File: src/rtl/mlp_infer.sv
// Sequential two-layer MLP inference engine: one signed MAC per cycle, saturating neurons, ReLU hidden layer.
// Optional macro MLP_OUT_RELU_EN applies ReLU to the output layer as well.
module mlp_infer #(
  parameter int IN_SIZE       = 2,
  parameter int HIDDEN_SIZE   = 2,
  parameter int OUT_SIZE      = 1,
  parameter int BITS_PER_WORD = 8,
  parameter int ACC_BITS      = 20,
  localparam int L1_N = HIDDEN_SIZE * (IN_SIZE + 1),
  localparam int NW   = L1_N + OUT_SIZE * (HIDDEN_SIZE + 1),
  localparam int AW   = (NW > 1) ? $clog2(NW) : 1
) (
  input  logic                              clk,
  input  logic                              reset_n,
  input  logic                              w_wr_en,
  input  logic [AW-1:0]                     w_addr,
  input  logic [BITS_PER_WORD-1:0]          w_data,
  input  logic                              in_valid,
  output logic                              in_ready,
  input  logic [IN_SIZE*BITS_PER_WORD-1:0]  in_data,
  output logic                              out_valid,
  input  logic                              out_ready,
  output logic [OUT_SIZE*BITS_PER_WORD-1:0] out_data,
  output logic                              busy
);

  // state  | meaning
  // IDLE   | accepts weight writes and a new input vector
  // L1     | issuing hidden-layer MACs (bias term first per neuron)
  // L2     | issuing output-layer MACs, then draining the last product
  // HOLD   | result presented until out_ready

  localparam int B    = BITS_PER_WORD;
  localparam int P    = 2 * B;
  localparam int CW   = AW + 1;
  localparam int MAXT = (IN_SIZE > HIDDEN_SIZE) ? IN_SIZE : HIDDEN_SIZE;
  localparam int TW   = $clog2(MAXT + 1);
  localparam int MAXN = (HIDDEN_SIZE > OUT_SIZE) ? HIDDEN_SIZE : OUT_SIZE;
  localparam int NWD  = $clog2(MAXN + 1);
  localparam logic signed [ACC_BITS-1:0] SAT_HI = ACC_BITS'((1 << (B - 1)) - 1);
  localparam logic signed [ACC_BITS-1:0] SAT_LO = ~SAT_HI;

  typedef enum logic [1:0] {S_IDLE, S_L1, S_L2, S_HOLD} state_t;
  state_t state_q, state_d;

  logic signed [B-1:0]        wmem  [NW];
  logic signed [B-1:0]        in_q  [IN_SIZE];
  logic signed [B-1:0]        hid_q [HIDDEN_SIZE];
  logic [OUT_SIZE*B-1:0]      out_q;
  logic [CW-1:0]              addr_q;
  logic [TW-1:0]              term_q;
  logic [NWD-1:0]             neu_q;
  logic signed [P-1:0]        prod_q, prod_d;
  logic                       pv_q, plast_q, pl2_q;
  logic [NWD-1:0]             pneu_q;
  logic signed [ACC_BITS-1:0] acc_q, acc_sum;
  logic signed [B-1:0]        w_cur, x_cur, sat_val, hid_val, out_val;
  logic                       issue, last_term, accept, fin;

  assign accept    = (state_q == S_IDLE) && in_valid;
  assign issue     = (state_q == S_L1) || ((state_q == S_L2) && (addr_q < CW'(NW)));
  assign last_term = (state_q == S_L1) ? (term_q == TW'(IN_SIZE)) : (term_q == TW'(HIDDEN_SIZE));
  assign fin       = pv_q && plast_q && pl2_q && (pneu_q == NWD'(OUT_SIZE - 1));

  always_comb begin
    w_cur = '0;
    for (int k = 0; k < NW; k++)
      if (addr_q == CW'(k)) w_cur = wmem[k];
    // Bias terms multiply by a constant 1
    x_cur = {{(B-1){1'b0}}, 1'b1};
    for (int k = 0; k < IN_SIZE; k++)
      if (state_q == S_L1 && term_q == TW'(k + 1)) x_cur = in_q[k];
    for (int k = 0; k < HIDDEN_SIZE; k++)
      if (state_q == S_L2 && term_q == TW'(k + 1)) x_cur = hid_q[k];
    prod_d  = $signed({{B{w_cur[B-1]}}, w_cur}) * $signed({{B{x_cur[B-1]}}, x_cur});
    acc_sum = acc_q + $signed({{(ACC_BITS-P){prod_q[P-1]}}, prod_q});
    if (acc_sum > SAT_HI)      sat_val = {1'b0, {(B-1){1'b1}}};
    else if (acc_sum < SAT_LO) sat_val = {1'b1, {(B-1){1'b0}}};
    else                       sat_val = acc_sum[B-1:0];
    hid_val = sat_val[B-1] ? '0 : sat_val;
`ifdef MLP_OUT_RELU_EN
    out_val = sat_val[B-1] ? '0 : sat_val;
`else
    out_val = sat_val;
`endif
  end

  always_ff @(posedge clk) begin
    if (!reset_n) state_q <= S_IDLE;
    else          state_q <= state_d;
  end

  always_comb begin
    state_d = state_q;
    case (state_q)
      S_IDLE: if (in_valid) state_d = S_L1;
      S_L1:   if (last_term && neu_q == NWD'(HIDDEN_SIZE - 1)) state_d = S_L2;
      S_L2:   if (fin) state_d = S_HOLD;
      S_HOLD: if (out_ready) state_d = S_IDLE;
      default: state_d = S_IDLE;
    endcase
  end

  always_ff @(posedge clk) begin
    if (!reset_n) begin
      for (int k = 0; k < NW; k++) wmem[k] <= '0;
      for (int k = 0; k < IN_SIZE; k++) in_q[k] <= '0;
      for (int k = 0; k < HIDDEN_SIZE; k++) hid_q[k] <= '0;
      out_q   <= '0;
      addr_q  <= '0;
      term_q  <= '0;
      neu_q   <= '0;
      prod_q  <= '0;
      pv_q    <= 1'b0;
      plast_q <= 1'b0;
      pl2_q   <= 1'b0;
      pneu_q  <= '0;
      acc_q   <= '0;
    end else begin
      if (state_q == S_IDLE && w_wr_en && ({1'b0, w_addr} < CW'(NW)))
        wmem[w_addr] <= w_data;
      if (accept) begin
        for (int k = 0; k < IN_SIZE; k++) in_q[k] <= in_data[k*B +: B];
        addr_q <= '0;
        term_q <= '0;
        neu_q  <= '0;
        acc_q  <= '0;
      end
      pv_q <= issue;
      if (issue) begin
        prod_q  <= prod_d;
        plast_q <= last_term;
        pl2_q   <= (state_q == S_L2);
        pneu_q  <= neu_q;
        addr_q  <= addr_q + CW'(1);
        if (last_term) begin
          term_q <= '0;
          if (state_q == S_L1 && neu_q == NWD'(HIDDEN_SIZE - 1)) neu_q <= '0;
          else                                                    neu_q <= neu_q + NWD'(1);
        end else begin
          term_q <= term_q + TW'(1);
        end
      end
      // Products land one cycle after issue; the neuron closes on its last term
      if (pv_q) begin
        if (plast_q) begin
          acc_q <= '0;
          for (int k = 0; k < HIDDEN_SIZE; k++)
            if (!pl2_q && pneu_q == NWD'(k)) hid_q[k] <= hid_val;
          for (int k = 0; k < OUT_SIZE; k++)
            if (pl2_q && pneu_q == NWD'(k)) out_q[k*B +: B] <= out_val;
        end else begin
          acc_q <= acc_sum;
        end
      end
    end
  end

  assign in_ready  = (state_q == S_IDLE);
  assign out_valid = (state_q == S_HOLD);
  assign busy      = (state_q != S_IDLE);
  assign out_data  = out_q;

endmodule

File: config.mk
export PLATFORM = sky130hd
export DESIGN_NAME = mlp_infer
export DESIGN_NICKNAME = d
export VERILOG_FILES = /design/src/rtl/mlp_infer.sv
export SDC_FILE = /design/constraint.sdc
export NUM_CORES = 1
export LEC_CHECK = 0
export CORE_MARGIN = 2
export CORE_UTILIZATION = 31
export DETAILED_ROUTE_END_ITERATION = 10
export HOLD_SLACK_MARGIN = 0.1
export SLEW_MARGIN = 20
export SYNTH_ARGS = -nofsm -noshare
export SYNTH_HDL_FRONTEND = slang
export SYNTH_SLANG_ARGS = --single-unit
File: constraint.sdc
create_clock -name clk -period 10.4 [get_ports clk]
set_input_delay 2.6 -clock clk [delete_from_list [all_inputs] [get_ports clk]]
set_output_delay 2.6 -clock clk [all_outputs]
set_load 0.01 [all_outputs]
==> results of run 1 <==
final timing paths:
kind,startpoint,endpoint,depth (start not counted)
setup / recovery,addr_q[0]$_SDFFE_PN0P_,prod_q[14]$_SDFFE_PN0P_,26
hold / removal,acc_q[8]$_SDFFE_PN0P_,acc_q[8]$_SDFFE_PN0P_,2
setup reg to reg,addr_q[0]$_SDFFE_PN0P_,prod_q[14]$_SDFFE_PN0P_,26
hold reg to reg,acc_q[8]$_SDFFE_PN0P_,acc_q[8]$_SDFFE_PN0P_,2
per-stage QoR:
stage	hold WS [ns]	cell area [µm²]	power, mW
after floorplan	0.445	11000	1.63
after global placement	0.456	11900	1.88
after detailed placement	0.464	11900	1.90
after CTS	0.477	12500	2.55
after global routing	0.499	12500	2.73
final	0.471	12500	2.53
cell type report:
| cell class | instances | area (µm²) | area share [%] |
|---|---|---|---|
| sequential | 162 | 4260 | 34.2 |
| timing repair buffer | 54 | 508 | 4.08 |
| clock inverter | 12 | 160 | 1.29 |
| multi-input combinational | 805 | 6130 | 49.2 |
| inverter | 101 | 379 | 3.04 |
| clock buffer | 20 | 437 | 3.51 |
| tap | 461 | 577 | 4.63 |
flip-flops by register name, summed over array words and instances (netlist names):
signal / cells
in_q: 16
pl2_q: 1
term_q: 2
state_q: 2
out_data: 8
pv_q: 1
neu_q: 2
hid_q: 14
prod_q: 16
pneu_q: 2
addr_q: 5
plast_q: 1
wmem: 72
acc_q: 20
critical path, stage by stage (launching register included):
cell      delay [ns]
dfxtp_1         0.37
inv_1           0.10
ha_1            0.18
or4b_1          0.73
nor2_1          0.22
a211o_1         0.14
nand3_1         0.14
o211ai_1        0.20
a31oi_1         0.13
a21oi_1         0.51
nor2_1          0.13
fa_1            0.56
inv_1           0.05
fa_1            0.48
inv_1           0.06
fa_1            0.52
inv_1           0.06
fa_1            0.53
inv_1           0.04
ha_1            0.32
a21oi_1         0.22
o21bai_1        0.10
a21oi_1         0.23
o21bai_1        0.12
a41oi_1         0.25
mux2i_1         0.22
nand3_1         0.08
power breakdown:
group	switching [mW]	internal (mW)
combinational	0.672	0.404
clock	0.272	0.379
sequential	0.0490	0.758
total	0.993	1.54
logic make-up after synthesis:
family / synth area share [%]
multiplexers: 0.659
buffers and inverters: 5.56
adder cells (fa/ha/maj): 16.6
AO/OA/AOI/OAI: 15.3
flip-flops: 38.7
AND/OR/NAND/NOR: 20.5
XOR/XNOR: 2.71
cell usage in the layout, fill, tap and decap left out, drive strengths merged, types with 7 or more instances in the layout:
master | netlist | routed
a21oi | 57 | 57
and3 | 9 | 9
nand3 | 22 | 22
edfxtp | 102 | 102
nand4 | 7 | 7
nor2b | 29 | 29
xnor2 | 24 | 24
o21ai | 36 | 36
xor2 | 10 | 10
or2 | 12 | 12
nand2 | 70 | 70
and2 | 113 | 113
fa | 56 | 56
o211ai | 10 | 10
a211o | 8 | 8
a31oi | 10 | 10
a21boi | 14 | 14
clkdlybuf4s50 | 0 | 42
ha | 56 | 56
inv | 101 | 103
a32oi | 9 | 9
nor2 | 91 | 91
buf | 18 | 12
a21o | 13 | 13
dfxtp | 60 | 60
nand2b | 13 | 13
clkbuf | 32 | 20
a22oi | 30 | 30
nor3 | 11 | 11
routing by layer:
metal	routed length (µm)	track usage, %
met1	12200	19.3
met2	12300	24.4
met3	998	2.60
met4	668	5.64
met5	0	0
==> qor.yml, run 1 <==
yosys-top-cells-area: "edfxtp_1 28%, dfxtp_1 11%, fa_1 10%"
drt_pass1_iterations: 5
portBuffers: 43
tritoncts: "yes"
vias: 8143
status: "complete, no violations"
grt_pass1_wl_mm: 43.3
layoutNonFillerInstCount: 1615
yosysSeqAreaShare_pct: 38.7
worstMarginPinSlew_ns: 1.00
fmax_mhz: 147
hold_buffers: 0
drc: 0
place_congestion: 0.841
setup_viol: 0
die_h_um: 192
critical_path_class: "reg2reg"
clk_path_buf_depth: 2
cts.sinks: 162
drtAntennaViolNets: 0
regToRegSetupSlack_ns: 3.60
syn_inst: 1118
dominantRegCellSynth: "edfxtp_1"
cts_inserted_buffers: 17
power.density_mw_per_mm2: 203
yosysWarnings: 0
hold_path_class: "reg2reg"
arrival_ns: 7.13
critical_path.max_fanout: 16
synth_top_area_share_pct: 27.8
routed_wl_mm: 26.2
core-area_mm2: 0.0352
cts_resized: 0
hpwl_mm: 19.7
period_needed_ns: 6.80
synth_top_area_cell: "edfxtp_1"
dieArea_mm2: 0.0370
slew_headroom_pct: 32.4
ys_top_cells_by_count: "112 x and2_1, 102 x edfxtp_1, 101 x inv_1, 91 x nor2_1, 70 x nand2_1"
grt_pass1_vias: 8326
finalHoldViolCount: 0
critPathLaunchType: "register"
drv_cap: 0
end_kind: "register"
clk_latency_ns: 0.44
dieWidth_um: 192
floorplan.initialDensity_pct: 31.2
diodes: 0
clock-skew-final_ns: 0.0126
routedWlPerCell_um: 16.2
fill_cells: 3631
clockRootBuffer: "clkbuf_16"
place_inst: 1583
drt_iter0_markers: 531
rsz0062_at_grt: "false"
overflow: 0
finalMaxSlewViolations: 0
crit_required_ns: 10.72
syn2layout_area_growth_pct: 13.2
num_rows: 69
fin_setup_tns_ns: 0
antenna_found_initial: 0
boundaryPins: 44
synth.most_common_cell: "and2_1"
track_usage_pct: 14.8
fin_util_pct: 35.4
grt_max_degree: 71
layout-drive-gt1-share_pct: 5.63
async_flop_share_pct: 0
cts_max_level: 4
synth_cell_types: 77
nets: 1286
finalWorstSetupSlack_ns: 3.60
place_ws_ns: 3.67
clk_pin_slew_ns: 0.07
cts_setup_buffers: 0
avgSynthCellArea_um2: 9.84
synth_seq_cells: 162
syn_area_mm2: 0.0110
vias_per_cell: 5.04
vdd_drop_max_uv: 108
fin_crit_sh_pct: 65.4
synth_edf_count: 102
p_leak_nw: 5.09
syn_nets: 1263
No activity file was read; power rests on OpenSTA's default activity.
==> run 2: changes to the inputs <==
==> constraint.sdc (replaced) <==
create_clock -name clk -period 5.83 [get_ports clk]
set_input_delay 1.4575 -clock clk [delete_from_list [all_inputs] [get_ports clk]]
set_output_delay 1.4575 -clock clk [all_outputs]
set_load 0.01 [all_outputs]
==> run 2 against run 1 <==
The run now ends with negative setup slack left. Clock power up 67%. Total power up 97%. Sequential share of layout area down 2.6 points. Clock skew down 0.0028 ns. Global-route usage up 0.43 points. Utilization up 2.9 points. Non-clock buffer count up 73. Cell area up 8.2%. Sequential power up 78%. Sequential cell count unchanged. Critical path depth down 2. Worst hold slack worse by 0.0082 ns. Critical path type unchanged. Largest power group unchanged. Highest routed layer unchanged.
==> qor.yml, run 2 (synthesis gave the netlist of run 1 again) <==
grt_max_degree: 53  # was 71
critical_path.max_fanout: 6  # was 16
place_congestion: 0.905  # was 0.841
largest_reg_flops: 72  # unchanged
clk_pin_slew_ns: 0.07  # about the same
reg2reg_to: "prod_q[13]$_SDFFE_PN0P_"  # was prod_q[14]$_SDFFE_PN0P_
num_rows: 69  # unchanged
routedWlPerCell_um: 16.3  # was 16.2 µm
violations: "negative setup slack"
grt_pass1_wl_mm: 43.9  # was 43.3 mm
vias: 8480  # was 8143
critical_path_class: "reg2reg"  # unchanged
fmax_mhz: 171  # was 147 MHz
die_h_um: 192  # unchanged
hpwl_mm: 20.3  # was 19.7 mm
finalHoldViolCount: 0  # unchanged
diodes: 0  # unchanged
final_cell_mix: "110 x and2_1, 102 x edfxtp_1, 81 x inv_1, 77 x nor2_1, 70 x buf_4"  # was 112 x and2_1, 102 x edfxtp_1, 101 x inv_1, 91 x nor2_1, 70 x nand2_1
total_power_mw: 5.00  # was 2.53 mW
critPathLaunchType: "register"  # unchanged
period_needed_ns: 5.86  # was 6.80 ns
largestRegisters: "wmem: 72 flops, acc_q: 20 flops"  # unchanged
grt_pass1_vias: 8275  # was 8326
arrival_ns: 6.22  # was 7.13 ns
p_leak_nw: 5.52  # was 5.09 nW
clk_latency_ns: 0.44  # about the same
sw_frac_of_total_pct: 39.8  # was 39.2%
finalMaxSlewViolations: 0  # unchanged
p_int_mw: 3.01  # was 1.54 mW
worstReg2RegStart: "addr_q[0]$_SDFFE_PN0P_"  # unchanged
finalWorstSetupSlack_ns: -0.0268  # was 3.60 ns
nets: 1359  # was 1286
clk_path_buf_depth: 2  # unchanged
vdd_drop_max_uv: 200  # was 108 µV
largest_register: "wmem"  # unchanged
portBuffers: 43  # unchanged
vias_per_cell: 5.02  # was 5.04
worstMarginPinSlew_ns: 1.06  # was 1.00 ns
drt_iter0_markers: 512  # was 531
regToRegSetupSlack_ns: -0.03  # was 3.60 ns
overflow: 0  # unchanged
fin_setup_tns_ns: -0.0714  # was 0 ns
cts_inserted_buffers: 17  # unchanged
drc: 0  # unchanged
place_ws_ns: -0.298  # was 3.67 ns
switchingPower_mw: 1.99  # was 0.993 mW
power.density_mw_per_mm2: 371  # was 203 mW/mm²
layout-drive-gt1-share_pct: 18.0  # was 5.63%
drv_cap: 0  # unchanged
cts.sinks: 162  # unchanged
hp-start: "acc_q[8]$_SDFFE_PN0P_"  # unchanged
pwr-share-seq_pct: 28.7  # was 31.8%
drt_pass1_iterations: 5  # unchanged
core-area_mm2: 0.0352  # unchanged
hold_path_class: "reg2reg"  # unchanged
dieArea_mm2: 0.0370  # unchanged
drtAntennaViolNets: 0  # unchanged
worstPathCellList: "inv_2 -> ha_4 -> or4b_4 -> buf_8 -> a211oi_4 -> a221oi_2 -> a21oi_2 -> a21oi_1 -> a221o_2 -> or2_1 -> fa_1 -> inv_1 -> fa_1 -> fa_1 -> inv_1 -> fa_1 -> inv_2 -> ha_4 -> a21oi_2 -> o21ai_4 -> a41oi_2 -> nor2b_4 -> xnor2_2 -> o2bb2ai_1"
slowest_stage: "fa_1"  # was or4b_1
crit_top_cell: "fa_1"  # was inv_1
clock-skew-final_ns: 0.00978  # was 0.0126 ns
end_kind: "register"  # unchanged
tritoncts: "yes"  # unchanged
status: "finished, violations left"  # was complete, no violations
final_common_cell: "and2_1"  # unchanged
path_delay_family: "adder cells"  # unchanged
comb_power_share_pct: 49.6  # was 42.5%
holdPathStages: 2  # unchanged
antenna_found_initial: 0  # unchanged
fin_crit_sh_pct: 100  # was 65.4%
r2r_cells: 24  # was 26
rsz0062_at_grt: "true"  # was false
floorplan.initialDensity_pct: 31.2  # unchanged
syn2layout_area_growth_pct: 22.5  # was 13.2%
clockRootBuffer: "clkbuf_16"  # unchanged
boundaryPins: 44  # unchanged
holdPathEnd: "acc_q[8]$_SDFFE_PN0P_"  # unchanged
cts_max_level: 4  # unchanged
dieWidth_um: 192  # unchanged
slew_headroom_pct: 28.5  # was 32.4%
p_clk_share_pct: 21.8  # was 25.7%
routed_wl_mm: 27.5  # was 26.2 mm
cp_num_buf_inv: 5  # unchanged
setup_viol: 3  # was 0
slowest_delay_ns: 0.54  # was 0.73 ns
crit_required_ns: 6.20  # was 10.72 ns
track_usage_pct: 15.2  # was 14.8%
-- run 2: changes by cell type in the layout (fill, tap and decap cells not counted), moves of 5 or more --
| cell | previous run | this run |
|---|---|---|
| nor2_2 | 0 | 10 |
| a21oi_1 | 52 | 43 |
| ha_4 | 0 | 10 |
| a21oi_2 | 5 | 10 |
| buf_4 | 11 | 70 |
| ha_1 | 56 | 44 |
| buf_6 | 0 | 9 |
| nor2_1 | 91 | 77 |
| inv_1 | 101 | 81 |
| inv_2 | 0 | 20 |
-- run 2: metrics by stage --
| stage | hold slack, ns | cells | area (µm²) | util [%] |
|---|---|---|---|---|
| 6_report | 0.463 | 1688 | 13500 | 38.3 |
| 5_1_grt | 0.493 | 1688 | 13500 | 38.3 |
| 4_1_cts | 0.468 | 1683 | 13300 | 37.8 |
| 3_5_place_dp | 0.461 | 1641 | 12300 | 35.0 |
| 3_3_place_gp | 0.456 | 1641 | 12300 | 35.0 |
| 2_1_floorplan | 0.445 | 1118 | 11000 | - |
-- run 2: worst min-delay path, delay by kind of cell, from the launching register on --
kind | cells | cell delay (ns)
flip-flops | 1 | 0.31
AND/OR/NAND/NOR | 1 | 0.05
AO/OA/AOI/OAI | 1 | 0.06
-- run 2: area by class of cell --
type | instances | area (µm²)
Sequential cell | 162 | 4270
Fill cell | 3544 | 21700
Clock buffer | 18 | 429
Clock inverter | 14 | 130
Timing Repair Buffer | 127 | 1150
Inverter | 101 | 379
Tap cell | 461 | 577
Multi-Input combinational cell | 805 | 6560
-- run 2: timing repair --
action                                  in CTS  in global routing
resized for setup                           65                 49
gates cloned                                 1                  0
pin swaps                                   64                 47
hold endpoints to repair                     0                  0
setup buffers                               10                  6
hold buffers                                 0                  0
endpoints found under the setup margin       6                  7
-- run 2: how the worst max path moves through the flow --
stage,startpoint,endpoint,slack [ns],depth (start not counted)
2_1_floorplan,addr_q[0]$_SDFFE_PN0P_,prod_q[15]$_SDFFE_PN0P_,0.02,24
3_3_place_gp,addr_q[0]$_SDFFE_PN0P_,prod_q[15]$_SDFFE_PN0P_,-0.24,25
3_5_place_dp,addr_q[0]$_SDFFE_PN0P_,prod_q[15]$_SDFFE_PN0P_,-0.30,27
4_1_cts,addr_q[0]$_SDFFE_PN0P_,prod_q[14]$_SDFFE_PN0P_,-0.07,28
5_1_grt,addr_q[0]$_SDFFE_PN0P_,prod_q[13]$_SDFFE_PN0P_,-0.24,25
6_report,addr_q[0]$_SDFFE_PN0P_,prod_q[13]$_SDFFE_PN0P_,-0.03,24
-- run 2: routing by layer --
layer	vias to the layer above	GRT usage, %	wire length, µm
met2	182	25.8	13500
met5	-	0	0
met1	4149	20.0	12500
met4	0	4.32	378
met3	25	2.55	1110
li1	4124	-	-
-- run 2: power groups by stage --
stage / registers (mW) / logic [mW] / clock network, mW
floorplan: 1.43 / 1.49 / 0
global placement: 1.45 / 2.11 / 0
detailed placement: 1.46 / 2.15 / 0
CTS: 1.44 / 2.35 / 1.11
global route: 1.45 / 2.74 / 1.15
finish: 1.44 / 2.48 / 1.09
